==> src/rtl/fetch_sequencer_if.sv <==
// Fetch-side bus bundle: instruction memory read port, redirect request and
// decode handshake. The sequencer takes the master modport, its environment the slave.
interface fetch_sequencer_if;
    logic [31:0] IMemAddress;
    logic [31:0] IMemInstruction;
    logic        Redirect;
    logic [31:0] RedirectPC;
    logic        InstrReady;
    logic        InstrValid;
    logic [31:0] Instruction;
    logic [31:0] InstrPC;
    logic        Halted;

    modport master (
        output IMemAddress,
        input  IMemInstruction,
        input  Redirect,
        input  RedirectPC,
        input  InstrReady,
        output InstrValid,
        output Instruction,
        output InstrPC,
        output Halted
    );

    modport slave (
        input  IMemAddress,
        output IMemInstruction,
        output Redirect,
        output RedirectPC,
        output InstrReady,
        input  InstrValid,
        input  Instruction,
        input  InstrPC,
        input  Halted
    );
endinterface

==> src/rtl/fetch_sequencer.sv <==
// Instruction-fetch controller: PC, 2-entry prefetch buffer, redirect flush, end-of-image halt.
// Optional FETCH_PERF_EN adds FetchCount/FlushCount performance counters.
module fetch_sequencer #(
    parameter logic [31:0] RESET_PC   = 32'h0000_0000,
    parameter int          IMEM_WORDS = 396
) (
    input  logic               Clk,
    input  logic               Reset,
    fetch_sequencer_if.master  bus
`ifdef FETCH_PERF_EN
    ,
    output logic [31:0]        FetchCount,
    output logic [31:0]        FlushCount
`endif
);

    localparam logic [32:0] LIMIT          = 33'(IMEM_WORDS * 4);
    localparam logic [31:0] RESET_PC_ALIGN = RESET_PC & ~32'd3;
    localparam logic [0:0]  ST_RUN         = 1'b0;
    localparam logic [0:0]  ST_HALT        = 1'b1;
    localparam logic [0:0]  ST_RESET       = ({1'b0, RESET_PC_ALIGN} >= LIMIT) ? ST_HALT : ST_RUN;

    logic [31:0] pc_q, pc_d;
    logic [0:0]  state_q, state_d;
    logic [1:0]  count_q, count_d;
    logic [31:0] instr0_q, instr0_d, pc0_q, pc0_d;
    logic [31:0] instr1_q, instr1_d, pc1_q, pc1_d;

    logic        pop;
    logic        push;
    logic [32:0] pc_next_wide;
    logic [31:0] redirect_pc;

    assign pop          = (count_q != 2'd0) && bus.InstrReady && !bus.Redirect;
    assign push         = (state_q == ST_RUN) && !bus.Redirect && ((count_q != 2'd2) || pop);
    // Widened so the limit compare cannot be fooled by 32-bit wrap.
    assign pc_next_wide = {1'b0, pc_q} + 33'd4;
    assign redirect_pc  = bus.RedirectPC & ~32'd3;

    always_comb begin
        pc_d     = pc_q;
        state_d  = state_q;
        count_d  = count_q;
        instr0_d = instr0_q;
        pc0_d    = pc0_q;
        instr1_d = instr1_q;
        pc1_d    = pc1_q;

        if (bus.Redirect) begin
            count_d = 2'd0;
            pc_d    = redirect_pc;
            state_d = ({1'b0, redirect_pc} >= LIMIT) ? ST_HALT : ST_RUN;
        end else begin
            if (push) begin
                pc_d = pc_next_wide[31:0];
                if (pc_next_wide >= LIMIT) state_d = ST_HALT;
            end

            // Entry 0 is always the head; entry 1 shifts down when the head leaves.
            case ({push, pop})
                2'b10: begin
                    if (count_q == 2'd0) begin
                        instr0_d = bus.IMemInstruction;
                        pc0_d    = pc_q;
                    end else begin
                        instr1_d = bus.IMemInstruction;
                        pc1_d    = pc_q;
                    end
                    count_d = count_q + 2'd1;
                end
                2'b01: begin
                    instr0_d = instr1_q;
                    pc0_d    = pc1_q;
                    count_d  = count_q - 2'd1;
                end
                2'b11: begin
                    if (count_q == 2'd1) begin
                        instr0_d = bus.IMemInstruction;
                        pc0_d    = pc_q;
                    end else begin
                        instr0_d = instr1_q;
                        pc0_d    = pc1_q;
                        instr1_d = bus.IMemInstruction;
                        pc1_d    = pc_q;
                    end
                end
                default: ;
            endcase
        end
    end

    always_ff @(posedge Clk or posedge Reset) begin
        if (Reset) begin
            pc_q     <= RESET_PC_ALIGN;
            state_q  <= ST_RESET;
            count_q  <= 2'd0;
            instr0_q <= 32'd0;
            pc0_q    <= 32'd0;
            instr1_q <= 32'd0;
            pc1_q    <= 32'd0;
        end else begin
            pc_q     <= pc_d;
            state_q  <= state_d;
            count_q  <= count_d;
            instr0_q <= instr0_d;
            pc0_q    <= pc0_d;
            instr1_q <= instr1_d;
            pc1_q    <= pc1_d;
        end
    end

    assign bus.IMemAddress = pc_q;
    assign bus.InstrValid  = (count_q != 2'd0);
    assign bus.Instruction = instr0_q;
    assign bus.InstrPC     = pc0_q;
    assign bus.Halted      = (state_q == ST_HALT);

`ifdef FETCH_PERF_EN
    logic [31:0] fetch_cnt_q, fetch_cnt_d;
    logic [31:0] flush_cnt_q, flush_cnt_d;

    // A flush only counts when it actually throws away buffered work.
    always_comb begin
        fetch_cnt_d = fetch_cnt_q + (push ? 32'd1 : 32'd0);
        flush_cnt_d = flush_cnt_q + ((bus.Redirect && (count_q != 2'd0)) ? 32'd1 : 32'd0);
    end

    always_ff @(posedge Clk or posedge Reset) begin
        if (Reset) begin
            fetch_cnt_q <= 32'd0;
            flush_cnt_q <= 32'd0;
        end else begin
            fetch_cnt_q <= fetch_cnt_d;
            flush_cnt_q <= flush_cnt_d;
        end
    end

    assign FetchCount = fetch_cnt_q;
    assign FlushCount = flush_cnt_q;
`endif

endmodule
==> src/flat_wrapper.sv <==
// flat-port wrapper written by rule: the top's interface ports become plain ports
module fetch_sequencer_flat 
#(
    parameter logic [31:0] RESET_PC   = 32'h0000_0000,
    parameter int          IMEM_WORDS = 396
)
  (Clk, Reset, bus_IMemAddress, bus_IMemInstruction, bus_Redirect, bus_RedirectPC, bus_InstrReady, bus_InstrValid, bus_Instruction, bus_InstrPC, bus_Halted);
  fetch_sequencer_if bus_i ();
  input  logic Clk;
  input  logic Reset;
  output wire logic [$bits(bus_i.IMemAddress)-1:0] bus_IMemAddress;
  input wire logic [$bits(bus_i.IMemInstruction)-1:0] bus_IMemInstruction;
  input wire logic [$bits(bus_i.Redirect)-1:0] bus_Redirect;
  input wire logic [$bits(bus_i.RedirectPC)-1:0] bus_RedirectPC;
  input wire logic [$bits(bus_i.InstrReady)-1:0] bus_InstrReady;
  output wire logic [$bits(bus_i.InstrValid)-1:0] bus_InstrValid;
  output wire logic [$bits(bus_i.Instruction)-1:0] bus_Instruction;
  output wire logic [$bits(bus_i.InstrPC)-1:0] bus_InstrPC;
  output wire logic [$bits(bus_i.Halted)-1:0] bus_Halted;
  assign bus_IMemAddress = bus_i.IMemAddress;
  assign bus_i.IMemInstruction = bus_IMemInstruction;
  assign bus_i.Redirect = bus_Redirect;
  assign bus_i.RedirectPC = bus_RedirectPC;
  assign bus_i.InstrReady = bus_InstrReady;
  assign bus_InstrValid = bus_i.InstrValid;
  assign bus_Instruction = bus_i.Instruction;
  assign bus_InstrPC = bus_i.InstrPC;
  assign bus_Halted = bus_i.Halted;
  fetch_sequencer #(.RESET_PC(RESET_PC), .IMEM_WORDS(IMEM_WORDS)) u_core (.Clk(Clk), .Reset(Reset), .bus(bus_i));
endmodule
==> config.mk <==
export PLATFORM = sky130hd
export DESIGN_NAME = fetch_sequencer_flat
export DESIGN_NICKNAME = d
export VERILOG_FILES = /design/src/rtl/fetch_sequencer_if.sv /design/src/rtl/fetch_sequencer.sv /design/src/flat_wrapper.sv
export SDC_FILE = /design/constraint.sdc
export NUM_CORES = 1
export LEC_CHECK = 0
export ABC_AREA = 1
export CAP_MARGIN = 20
export CORE_UTILIZATION = 46
export DETAILED_ROUTE_END_ITERATION = 10
export PLACE_DENSITY = 0.84
export SLEW_MARGIN = 20
export SYNTH_ARGS = -nofsm -noshare
export SYNTH_HDL_FRONTEND = slang
export SYNTH_SLANG_ARGS = --single-unit
==> constraint.sdc <==
create_clock -name Clk -period 5.15 [get_ports Clk]
set_input_delay 1.03 -clock Clk [delete_from_list [all_inputs] [get_ports Clk]]
set_output_delay 1.03 -clock Clk [all_outputs]
set_load 0.1 [all_outputs]
# After elaboration in Yosys (flattened, before gate mapping)
# Cells that the tools add are included.
# op_classes
addsub,3
magnitude_cmp,2
eq_ne,8
n_mux,20
bitwise_logic,2
reduce_logical,16
# ops
operator,n
32-bit 2-to-1 mux,10
32-bit case mux with 3 select lines,2
32-bit case mux with 2 select lines,2
"32-bit by 3-bit adder with 33-bit output, second input constant",1
"33-bit by 11-bit greater-or-equal comparator with 1-bit output, second input constant",1
"32-bit by 11-bit greater-or-equal comparator with 1-bit output, second input constant",1
2-bit nonzero test,4
"2-bit inequality test, second input constant",3
3-bit nonzero test,2
"2-bit by 1-bit equality test with 1-bit output, second input constant",2
"2-bit equality test, second input constant",2
1-bit logical AND,4
1-bit 2-to-1 mux,4
2-bit case mux with 2 select lines,1
4-bit AND reduction,1
3-bit AND reduction,1
"2-bit by 1-bit adder with 2-bit output, second input constant",1
2-bit logical NOT,1
2-bit 2-to-1 mux,1
"2-bit by 1-bit inequality test with 1-bit output, second input constant",1
1-bit inverter,2
2-bit AND reduction,1
"2-bit by 1-bit subtractor with 2-bit output, second input constant",1
1-bit logical NOT,1
1-bit logical OR,1
# totals
regBits,163
in_bits,68
out_inout_bits,98
word_cells,58

# Logic depth before layout (Yosys ltp)
# Gate-level depths: netlist of the first run.
# depth
depth_word,8
depth_mapped,15
ltp_nobuf,15

# Least setup slack after synthesis of the first run
# Ideal clock, no wire load.
# synth_path
kind,reg-to-reg
startpoint,register u_core.count_q[0]
endpoint,"register u_core.pc0_q[10], in the netlist u_core.bus.InstrPC[10]"
setup_time_ns,0.130
arrival_time_ns,2.425
t_required_ns,5.020
slack_ns,2.595
path_stages_with_launch,11
path_buffers,2
synth_period_minus_slack_ns,2.555
cell_sequence,dfrtp_1 -> inv_1 -> ha_1 -> inv_1 -> nand3_2 -> a21oi_4 -> inv_2 -> o21ai_2 -> buf_2 -> buf_2 -> a31oi_1
# synth_via
elab_chain_cells,8
# synth_rtl
element,line_no,rtl
start: declaration,fetch_sequencer.sv:25,"logic [1:0] count_q, count_d;"
start signal: assignment,fetch_sequencer.sv:104,count_q <= count_d;
2-bit nonzero test *,n/a,
named net bus_InstrValid,flat_wrapper.sv:16,output wire logic [$bits(bus_i.InstrValid)-1:0] bus_InstrValid;
1-bit logical AND * (2 in series),fetch_sequencer.sv:34,assign pop = (count_q != 2'd0) && bus.InstrReady && !bus.Redirect;
1-bit logical OR,fetch_sequencer.sv:35,assign push = (state_q == ST_RUN) && !bus.Redirect && ((count_q != 2'd2) || pop);
1-bit logical AND,fetch_sequencer.sv:35,
2-bit equality test / 2-bit by 1-bit equality test with 1-bit output (equally long branches),fetch_sequencer.sv:60,"case ({push, pop})"
2-bit by 1-bit inequality test with 1-bit output (no line) / 3-bit nonzero test (equally long branches),n/a,
3-bit AND reduction (no line),n/a,
end signal: assignment,fetch_sequencer.sv:106,pc0_q <= pc0_d;
end: declaration,fetch_sequencer.sv:26,"logic [31:0] instr0_q, instr0_d, pc0_q, pc0_d;"
# Mark *: on every way through the listed nets, which the timed path passes. The rest lies on a longest branch.
# A chain may end at the register's enable or synchronous reset.

# Worst setup path after layout of the first run
# layout_path
startpoint,input bus_Redirect
endpoint,"register u_core.pc0_q[27], in the netlist u_core.bus.InstrPC[27]"
# layout_via
elab_chain_cells,7
# layout_rtl
element,line_no,rtl
start: declaration,flat_wrapper.sv:13,input wire logic [$bits(bus_i.Redirect)-1:0] bus_Redirect;
1-bit logical NOT,"fetch_sequencer.sv:34, fetch_sequencer.sv:35",
1-bit logical AND,fetch_sequencer.sv:34,
1-bit logical OR,fetch_sequencer.sv:35,
1-bit logical AND,fetch_sequencer.sv:35,
2-bit equality test / 2-bit by 1-bit equality test with 1-bit output (equally long branches),fetch_sequencer.sv:60,
2-bit by 1-bit inequality test with 1-bit output (no line) / 3-bit nonzero test (equally long branches),n/a,
3-bit AND reduction (no line),n/a,
# Parallel ways exist; a longest one is shown, timed or not.

==> flow_summary.yaml, run 1 <==
run_status:
  outcome: "finished with violations"
  violations: "DRC"
placed_design:
  dp.cells: 1264
  routabilityCongestion: 0.977
  placed_cell_area_sq_um: 9490
  hpwl_um: 14500
  io_buffers: 159
timing:
  tightest_slew_ns: 1.05
  rsz0062_at_grt: "false"
  fin_setup_tns_ns: 0
  final.setup_skew_ns: 0.00850
  min_period_ns: 3.89
  setup_violations: 0
  fmax_mhz: 257
  fin_crit_sh: 0.755
  relSlewSlack: 0.300
  finalHoldViolations: 0
  drv_slew: 0
final_layout:
  fin_nets: 1135
  antenna_cells: 0
  fillCellCount: 1379
  area_growth_pct: 31.3
  drive_gt1_frac: 0.0892
  postLayoutCellArea_sq_um: 10100
  final_cells: 1296
pwr:
  p_int_mw: 3.17
  peakVddDrop_mv: 0.403
  seq_power_share: 0.277
  clockPowerShare: 0.212
  totalPowerFinal_mw: 6.41
  p_comb_frac: 0.510
  p_per_area_nw_per_um2: 632
  switching_share: 0.505
  p_sw_mw: 3.24
  p_leak_nw: 4.44
hold_path:
  whs_endpoint: "u_core.pc1_q[16]"
  hp-class: "reg2reg"
  hold_start: "u_core.pc1_q[16]"
  hold_depth: 2
synthesis:
  yosysTopAreaCell: "dfrtp_1"
  yosysMostFrequentCell: "nand2_1"
  ys_async_sr_fraction: 1.00
  ys_seq_area_frac: 0.509
  synth_edf_count: 0
  avgSynthCellArea_sq_um: 8.35
  synthFlopType: "dfrtp_1"
  synth_top_area_share: 0.509
  synthTopCellsByArea: "dfrtp_1 (51%), nand2_1 (12%), nand3_1 (5.7%)"
  netlist_instances: 925
  ys_ff_latch: 157
  synth_area_sq_um: 7730
  synth_cell_types: 30
  ys_warn_count: 0
  synth_commonest_cells: "nand2_1 (246), dfrtp_1 (157), nor2_1 (114), nand3_1 (88), a31oi_1 (63)"
clock_network:
  clk_latency_ns: 0.42
  clk_pin_slew_ns: 0.06
  cts_buffers: 17
  cts_tree: "done"
  cts.sinks: 157
  cts_resized: 0
  cts_hold_buf: 0
  root_buffer: "clkbuf_16"
  cts_max_path_buffers: 2
  cts_setup_buffers: 0
  ctsHtreeMaxLevel: 4
floorplanning:
  design.portCount: 166
  rows: 47
  dieHeight_um: 132
  die-area_sq_um: 17300
  start_util: 0.469
  die-width_um: 132
  core_sq_um: 16500
worst_setup_path:
  crit_chain: "clkdlybuf4s50_1, inv_2, nand3_2, a21oi_4, inv_2, o21ai_4, buf_12, nor2_1, a31oi_1"
  reg2regPathDepth: 10
  r2r-end: "u_core.bus.InstrPC[27]"
  critPathLaunchType: "primary input"
  cp_slowest_cell: "clkdlybuf4s50_1"
  cp_common_cell: "inv_2"
  regToRegSetupSlack_ns: 2.49
  worstSetupEndpointType: "flip-flop"
  cpPeakStageDelay_ns: 0.78
  r2r_start: "u_core.count_q[0]"
  critPathMaxFanout: 90
  required_ns: 5.48
  critPathKind: "in2reg"
  cp.arrival_ns: 4.21
drt:
  firstDrtPassIters: 10
  ant_nets: 0
  wl_per_cell_um: 16.0
  routed_wl_um: 20800
  vias: 7058
  drt-initial-drc-count: 548
  drc: 1
  vias_per_cell: 5.45
global_routing:
  grt_max_degree: 158
  antenna_found_initial: 0
  track_usage: 0.246
  grt_pass1_wl_um: 33800
  grt.overflow.total: 0
  grt_pass1_vias: 6569
run:
  drv_cap: 0
-- layer usage --
layer,vias up,part of all wire,track usage,wire (um)
met5,-,0,0,0
met4,0,0.024,0.0866,496
met3,39,0.059,0.0432,1220
met2,311,0.47,0.389,9670
met1,3334,0.45,0.340,9400
li1,3374,-,-,-
-- worst max-delay path by stage --
stage | from | end | cells past startpoint
CTS | bus_Redirect | u_core.bus.InstrPC[27] | 9
detailed placement | bus_Redirect | u_core.bus.InstrPC[28] | 9
finish | bus_Redirect | u_core.bus.InstrPC[27] | 9
global route | bus_Redirect | u_core.bus.InstrPC[27] | 9
global placement | bus_Redirect | u_core.bus.InstrPC[22] | 9
floorplan | Reset | u_core.bus.Halted | 1
-- cells in the final DEF (no fill, tap or decap), drive strengths merged --
cell type,instances
nand2,248
clkdlybuf4s50,159
dfrtp,157
nor2,121
nand3,89
inv,64
a31oi,63
o21ai,37
mux2,35
clkbuf,24
o221ai,23
buf,12
o211ai,6
xor2,6
nand4,6
nor4,4
ha,4
conb,4
bufinv,4
clkinvlp,3
and2,2
a21oi,2
nand3b,1
a221o,1
clkinv,1
-- state kept, by name (all words and copies together) (netlist names) --
| register | count |
|---|---|
| u_core.pc1_q | 30 |
| u_core.bus.Instruction | 32 |
| u_core.instr1_q | 32 |
| u_core.count_q | 2 |
| u_core.bus.Halted | 1 |
| u_core.bus.InstrPC | 30 |
| u_core.bus.IMemAddress | 30 |
-- power groups by stage --
stage	clock, mW	combinational, mW	sequential [mW]
after global routing	1.43	3.39	1.82
after CTS	1.38	3.28	1.78
after floorplan	0	0.567	3.69
after detailed placement	0	3.28	1.80
final	1.36	3.27	1.78
after global placement	0	3.24	1.78
-- area by class of cell --
cell class / instances / area (sq um) / share of cell area
repair buffers: 171 / 1710 / 0.168
flip-flops and latches: 157 / 3930 / 0.387
inverters: 64 / 244 / 0.0240
clock buffers: 24 / 502 / 0.0494
well taps: 220 / 275 / 0.0271
clock inverters: 8 / 153 / 0.0150
multi-input cells: 652 / 3340 / 0.329
-- kinds of logic (layout without fill, tap and decap cells) --
group	count (synthesis)	in the layout	synth area share
fa+ha+maj	4	4	0.00648
compound gates	132	132	0.111
other cells	1	4	0.000485
mux	35	35	0.0510
buf+inv	119	267	0.0635
xor+xnor	6	6	0.00680
simple gates	471	471	0.252
flops	157	157	0.509
-- critical path: cells and delay by family --
kind	cells	cell delay (ns)
AND/OR/NAND/NOR	2	0.33
AO/OA/AOI/OAI	3	0.88
buffers and inverters	4	1.91
-- stage by stage --
stage                util  hold slack, ns  worst slack [ns]
finish              0.616           0.487              1.26
global route        0.616           0.508              1.10
floorplan               -           0.454              2.13
detailed placement  0.577           0.474             0.916
CTS                 0.616           0.489              1.33
global placement    0.577           0.465             0.990
Note: power is estimated with default switching activity, not from simulation.
==> inputs of run 2 (changes only) <==
--- a/config.mk
+++ b/config.mk
@@ -7,9 +7,9 @@
 export LEC_CHECK = 0
 export ABC_AREA = 1
 export CAP_MARGIN = 20
-export CORE_UTILIZATION = 46
+export CORE_UTILIZATION = 50
 export DETAILED_ROUTE_END_ITERATION = 10
-export PLACE_DENSITY = 0.84
+export PLACE_DENSITY = 0.87
 export SLEW_MARGIN = 20
 export SYNTH_ARGS = -nofsm -noshare
 export SYNTH_HDL_FRONTEND = slang
==> constraint.sdc (replaced) <==
create_clock -name Clk -period 4.07 [get_ports Clk]
set_input_delay 0.814 -clock Clk [delete_from_list [all_inputs] [get_ports Clk]]
set_output_delay 0.814 -clock Clk [all_outputs]
set_load 0.1 [all_outputs]
==> run 2 against run 1 <==
  * The run now ends clean
  * First-iteration DRC count is 12% higher
  * Hold slack gained 0.0037 ns
  * Combinational power up 26%
  * Sequential power increased by 26%
  * Sequential share of layout area increased by 0.17 points
  * Count of clock-buffer cells in the layout is 5 lower
  * Die area fell by 7.9%
  * Total power is 25% higher
  * Global-route usage is 2.5 points higher
  * Critical path type is now reg2out
==> flow_summary.yaml, run 2 (synthesis gave the netlist of run 1 again) <==
run_status:
  outcome: "finished, final reports clean"
worst_setup_path:
  cpPeakStageDelay_ns: 1.21
  critPathKind: "reg2out"
  cp.arrival_ns: 2.20
  critPathMaxFanout: 9
  crit_chain: "clkdlybuf4s50_1"
  cp_slowest_cell: "clkdlybuf4s50_1"
  crit_family: "buffers and inverters"
  required_ns: 3.26
  critPathLaunchType: "flip-flop"
  cp.buffers_inverters: 1
  worstSetupEndpointType: "output pin"
clock_network:
  root_buffer: "clkbuf_16"
  clk_latency_ns: 0.42
  cts_setup_buffers: 0
  cts_hold_buf: 0
  cts_tree: "done"
  cts_max_path_buffers: 2
  clk_pin_slew_ns: 0.06
  cts.sinks: 157
  cts_resized: 0
  cts_buffers: 17
  ctsHtreeMaxLevel: 4
global_routing:
  grt_max_degree: 92
  grt_pass1_wl_um: 33800
  grt.overflow.total: 0
  antenna_found_initial: 0
  grt_pass1_vias: 6590
  track_usage: 0.271
floorplanning:
  core_sq_um: 15100
  dieHeight_um: 126
  design.portCount: 166
  rows: 45
  die-width_um: 126
  die-area_sq_um: 16000
  start_util: 0.510
timing:
  fin_crit_sh: 0.741
  finalHoldViolations: 0
  min_period_ns: 3.02
  setup_violations: 0
  rsz0062_at_grt: "false"
  tightest_slew_ns: 1.02
  fin_setup_tns_ns: 0
  final.setup_skew_ns: 0.00837
  drv_slew: 0
  relSlewSlack: 0.318
  fmax_mhz: 331
hold_path:
  hp-class: "reg2reg"
drt:
  vias: 7054
  firstDrtPassIters: 8
  wl_per_cell_um: 16.3
  ant_nets: 0
  vias_per_cell: 5.56
  routed_wl_um: 20700
  drc: 0
  drt-initial-drc-count: 615
run:
  drv_cap: 0
final_layout:
  final_util: 0.667
  final_cell_mix: "nand2_1 (243), clkdlybuf4s50_1 (158), dfrtp_1 (157), nor2_1 (114), nand3_1 (88)"
  fin_nets: 1140
  final_common_cell: "nand2_1"
  area_growth_pct: 30.8
  antenna_cells: 0
  drive_gt1_frac: 0.0962
placed_design:
  hpwl_um: 14400
  routabilityCongestion: 0.945
  io_buffers: 159
pwr:
  p_leak_nw: 4.45
  p_per_area_nw_per_um2: 793
  peakVddDrop_mv: 0.458
==> run 2: final cells by class <==
| cell class | count | area [sq um] |
|---|---|---|
| Fill cell | 1221 | 5040 |
| Tap cell | 188 | 235 |
| Timing Repair Buffer | 176 | 1740 |
| Clock inverter | 13 | 161 |
| Clock buffer | 19 | 453 |
| Sequential cell | 157 | 3930 |
| Inverter | 64 | 244 |
| Multi-Input combinational cell | 652 | 3340 |
==> run 2: where the power goes <==
| part | internal [mW] | switching [mW] | total, mW |
|---|---|---|---|
| clock | 0.999 | 0.642 | 1.64 |
| sequential | 1.98 | 0.266 | 2.24 |
| combinational | 0.927 | 3.20 | 4.13 |
==> run 2: final timing paths <==
kind,start,end,slack (ns),depth (start not counted)
min in group asynchronous,Reset,u_core.bus.Instruction[22],0.93,2
max reg2reg,u_core.count_q[0],u_core.bus.InstrPC[4],1.69,10
min reg2reg,u_core.pc1_q[14],u_core.pc1_q[14],0.49,2
max,u_core.bus.IMemAddress[4],bus_IMemAddress[4],1.05,1
max in group asynchronous,Reset,u_core.pc1_q[14],2.34,3
min,u_core.pc1_q[14],u_core.pc1_q[14],0.49,2
==> run 2: through the flow <==
stage | instance area [sq um] | setup slack [ns] | hold slack, ns | power (mW) | std cells
global placement | 9490 | 1.04 | 0.466 | 6.35 | 1237
finish | 10100 | 1.05 | 0.491 | 8.01 | 1269
detailed placement | 9490 | 0.985 | 0.475 | 6.40 | 1237
global route | 10100 | 1.03 | 0.515 | 8.30 | 1269
CTS | 10100 | 1.07 | 0.490 | 8.04 | 1269
floorplan | 7740 | 1.27 | 0.454 | 5.39 | 928
==> run 2: worst reg2reg max path: cells and delay by family, from the launching register on <==
family | cells | cell delay [ns]
AO/OA/AOI/OAI | 1 | 0.09
adder cells (fa/ha/maj) | 1 | 0.22
buffers and inverters | 5 | 1.19
flip-flops | 1 | 0.35
AND/OR/NAND/NOR | 3 | 0.40
==> run 2: layer usage <==
layer | part of all wire | track usage | vias up | wire length (um)
met1 | 0.45 | 0.377 | 3367 | 9330
met3 | 0.057 | 0.0439 | 31 | 1170
met4 | 0.017 | 0.0808 | 0 | 357
li1 | - | - | 3386 | -
met2 | 0.47 | 0.439 | 270 | 9810
met5 | 0 | 0 | - | 0
==> inputs of run 3 (changes only) <==
--- a/config.mk
+++ b/config.mk
@@ -7,9 +7,9 @@
 export LEC_CHECK = 0
 export ABC_AREA = 1
 export CAP_MARGIN = 20
-export CORE_UTILIZATION = 50
+export CORE_UTILIZATION = 46
 export DETAILED_ROUTE_END_ITERATION = 10
-export PLACE_DENSITY = 0.87
+export PLACE_DENSITY = 0.84
 export SLEW_MARGIN = 20
 export SYNTH_ARGS = -nofsm -noshare
 export SYNTH_HDL_FRONTEND = slang
==> constraint.sdc (replaced) <==
create_clock -name Clk -period 2.7 [get_ports Clk]
set_input_delay 0.54 -clock Clk [delete_from_list [all_inputs] [get_ports Clk]]
set_output_delay 0.54 -clock Clk [all_outputs]
set_load 0.1 [all_outputs]
==> run 3 against run 2 <==
  * Largest cell class unchanged
  * Sequential share of layout area up 0.33 points
  * The flow now finishes with violations (DRC)
  * Non-clock buffer count increased by 7
  * Critical path depth rose by 13
  * Flip-flop and latch count unchanged
  * Sequential power grew 51%
  * Clock skew is essentially flat
  * Hold slack got worse by 0.0029 ns
  * Worst setup slack worse by 0.64 ns
==> flow_summary.yaml, run 3 (synthesis gave the netlist of run 1 again) <==
timing:
  relSlewSlack: 0.570
  tightest_slew_ns: 0.643
  finalHoldViolations: 0
  fin_setup_tns_ns: 0
  fin_crit_sh: 0.847
  final.setup_skew_ns: 0.00796
  rsz0062_at_grt: "false"
  fmax_mhz: 437
  drv_slew: 0
  min_period_ns: 2.29
  setup_violations: 0
final_layout:
  final_common_cell: "nand2_1"
  fin_nets: 1147
  antenna_cells: 0
  final_cell_mix: "nand2_1 (243), dfrtp_1 (157), nor2_1 (114), buf_4 (109), nand3_1 (88)"
  final_cells: 1308
  drive_gt1_frac: 0.188
  area_growth_pct: 29.7
  final_util: 0.608
floorplanning:
  die-width_um: 132
  die-area_sq_um: 17300
  start_util: 0.469
  dieHeight_um: 132
  design.portCount: 166
  core_sq_um: 16500
  rows: 47
drt:
  firstDrtPassIters: 11
  wl_per_cell_um: 16.1
  vias: 7139
  vias_per_cell: 5.46
  routed_wl_um: 21000
  ant_nets: 0
  drc: 1
  drt-initial-drc-count: 558
worst_setup_path:
  required_ns: 3.01
  cp.arrival_ns: 2.59
  cp.buffers_inverters: 1
  crit_chain: "ha_1, inv_1, nor2_2, nand2_2, nor2_4, nand2_1, nand2_1, nand2_1, nor2_1, nand2_1, nor2_1, nand3_1, nand2_1, nand2_1"
  critPathKind: "reg2reg"
  cp_common_cell: "nand2_1"
  cp_slowest_cell: "dfrtp_1"
  cpPeakStageDelay_ns: 0.49
  critPathMaxFanout: 7
  crit_family: "simple AND/OR/NAND/NOR gates"
  worstSetupEndpointType: "flip-flop"
  critPathLaunchType: "flip-flop"
global_routing:
  grt_max_degree: 51
  antenna_found_initial: 0
  grt.overflow.total: 0
  grt_pass1_wl_um: 34600
  track_usage: 0.253
  grt_pass1_vias: 6795
pwr:
  totalPowerFinal_mw: 11.8
  peakVddDrop_mv: 0.650
  p_leak_nw: 4.56
  p_per_area_nw_per_um2: 1180
clock_network:
  cts.sinks: 157
  root_buffer: "clkbuf_16"
  clk_pin_slew_ns: 0.06
  cts_buffers: 17
  cts_hold_buf: 0
  cts_setup_buffers: 0
  cts_max_path_buffers: 2
  ctsHtreeMaxLevel: 4
  clk_latency_ns: 0.42
  cts_resized: 0
  cts_tree: "done"
run_status:
  violations: "DRC"
  outcome: "finished with violations"
hold_path:
  hp-class: "reg2reg"
placed_design:
  io_buffers: 159
  hpwl_um: 15400
  dp.cells: 1276
  routabilityCongestion: 0.967
run:
  drv_cap: 0
-- run 3: worst paths after layout --
kind,startpoint,to,slack [ns],depth (start not counted)
setup reg to reg,u_core.bus.IMemAddress[3],u_core.bus.Halted,0.41,14
min in group asynchronous,Reset,u_core.bus.InstrPC[7],0.56,2
max in group asynchronous,Reset,u_core.bus.IMemAddress[22],1.48,3
setup / recovery,u_core.bus.IMemAddress[3],u_core.bus.Halted,0.41,14
hold / removal,u_core.pc1_q[2],u_core.pc1_q[2],0.49,2
hold reg to reg,u_core.pc1_q[2],u_core.pc1_q[2],0.49,2
-- run 3: metal layers --
layer | track usage | share of wire
met5 | 0 | 0
met4 | 0.0898 | 0.020
met3 | 0.0424 | 0.062
met2 | 0.407 | 0.48
met1 | 0.346 | 0.44
-- run 3: layout make-up --
type | instances | area [sq um]
fill | 1437 | 6450
sequential | 157 | 3930
multi-input combinational | 652 | 3340
timing repair buffer | 183 | 1650
clock buffer | 20 | 467
tap | 220 | 275
inverter | 64 | 244
clock inverter | 12 | 115
-- run 3: worst register-to-register path: cells and delay by family (launching register included) --
family | cells | cell delay [ns]
fa+ha+maj | 1 | 0.28
simple gates | 12 | 1.32
flops | 1 | 0.49
buf+inv | 1 | 0.09
-- run 3: stage by stage --
step / hold slack, ns / worst slack, ns / instance area [sq um]
final: 0.488 / 0.413 / 10000
after global routing: 0.496 / 0.275 / 10000
after CTS: 0.490 / 0.434 / 10000
after detailed placement: 0.474 / 0.284 / 9440
after global placement: 0.466 / 0.317 / 9440
after floorplan: 0.454 / 0.145 / 7740
-- run 3: power breakdown --
part | internal, mW | switching [mW] | total, mW
combinational | 1.25 | 4.87 | 6.11
clock | 1.34 | 0.968 | 2.31
sequential | 2.98 | 0.404 | 3.39
total | 5.57 | 6.24 | 11.8
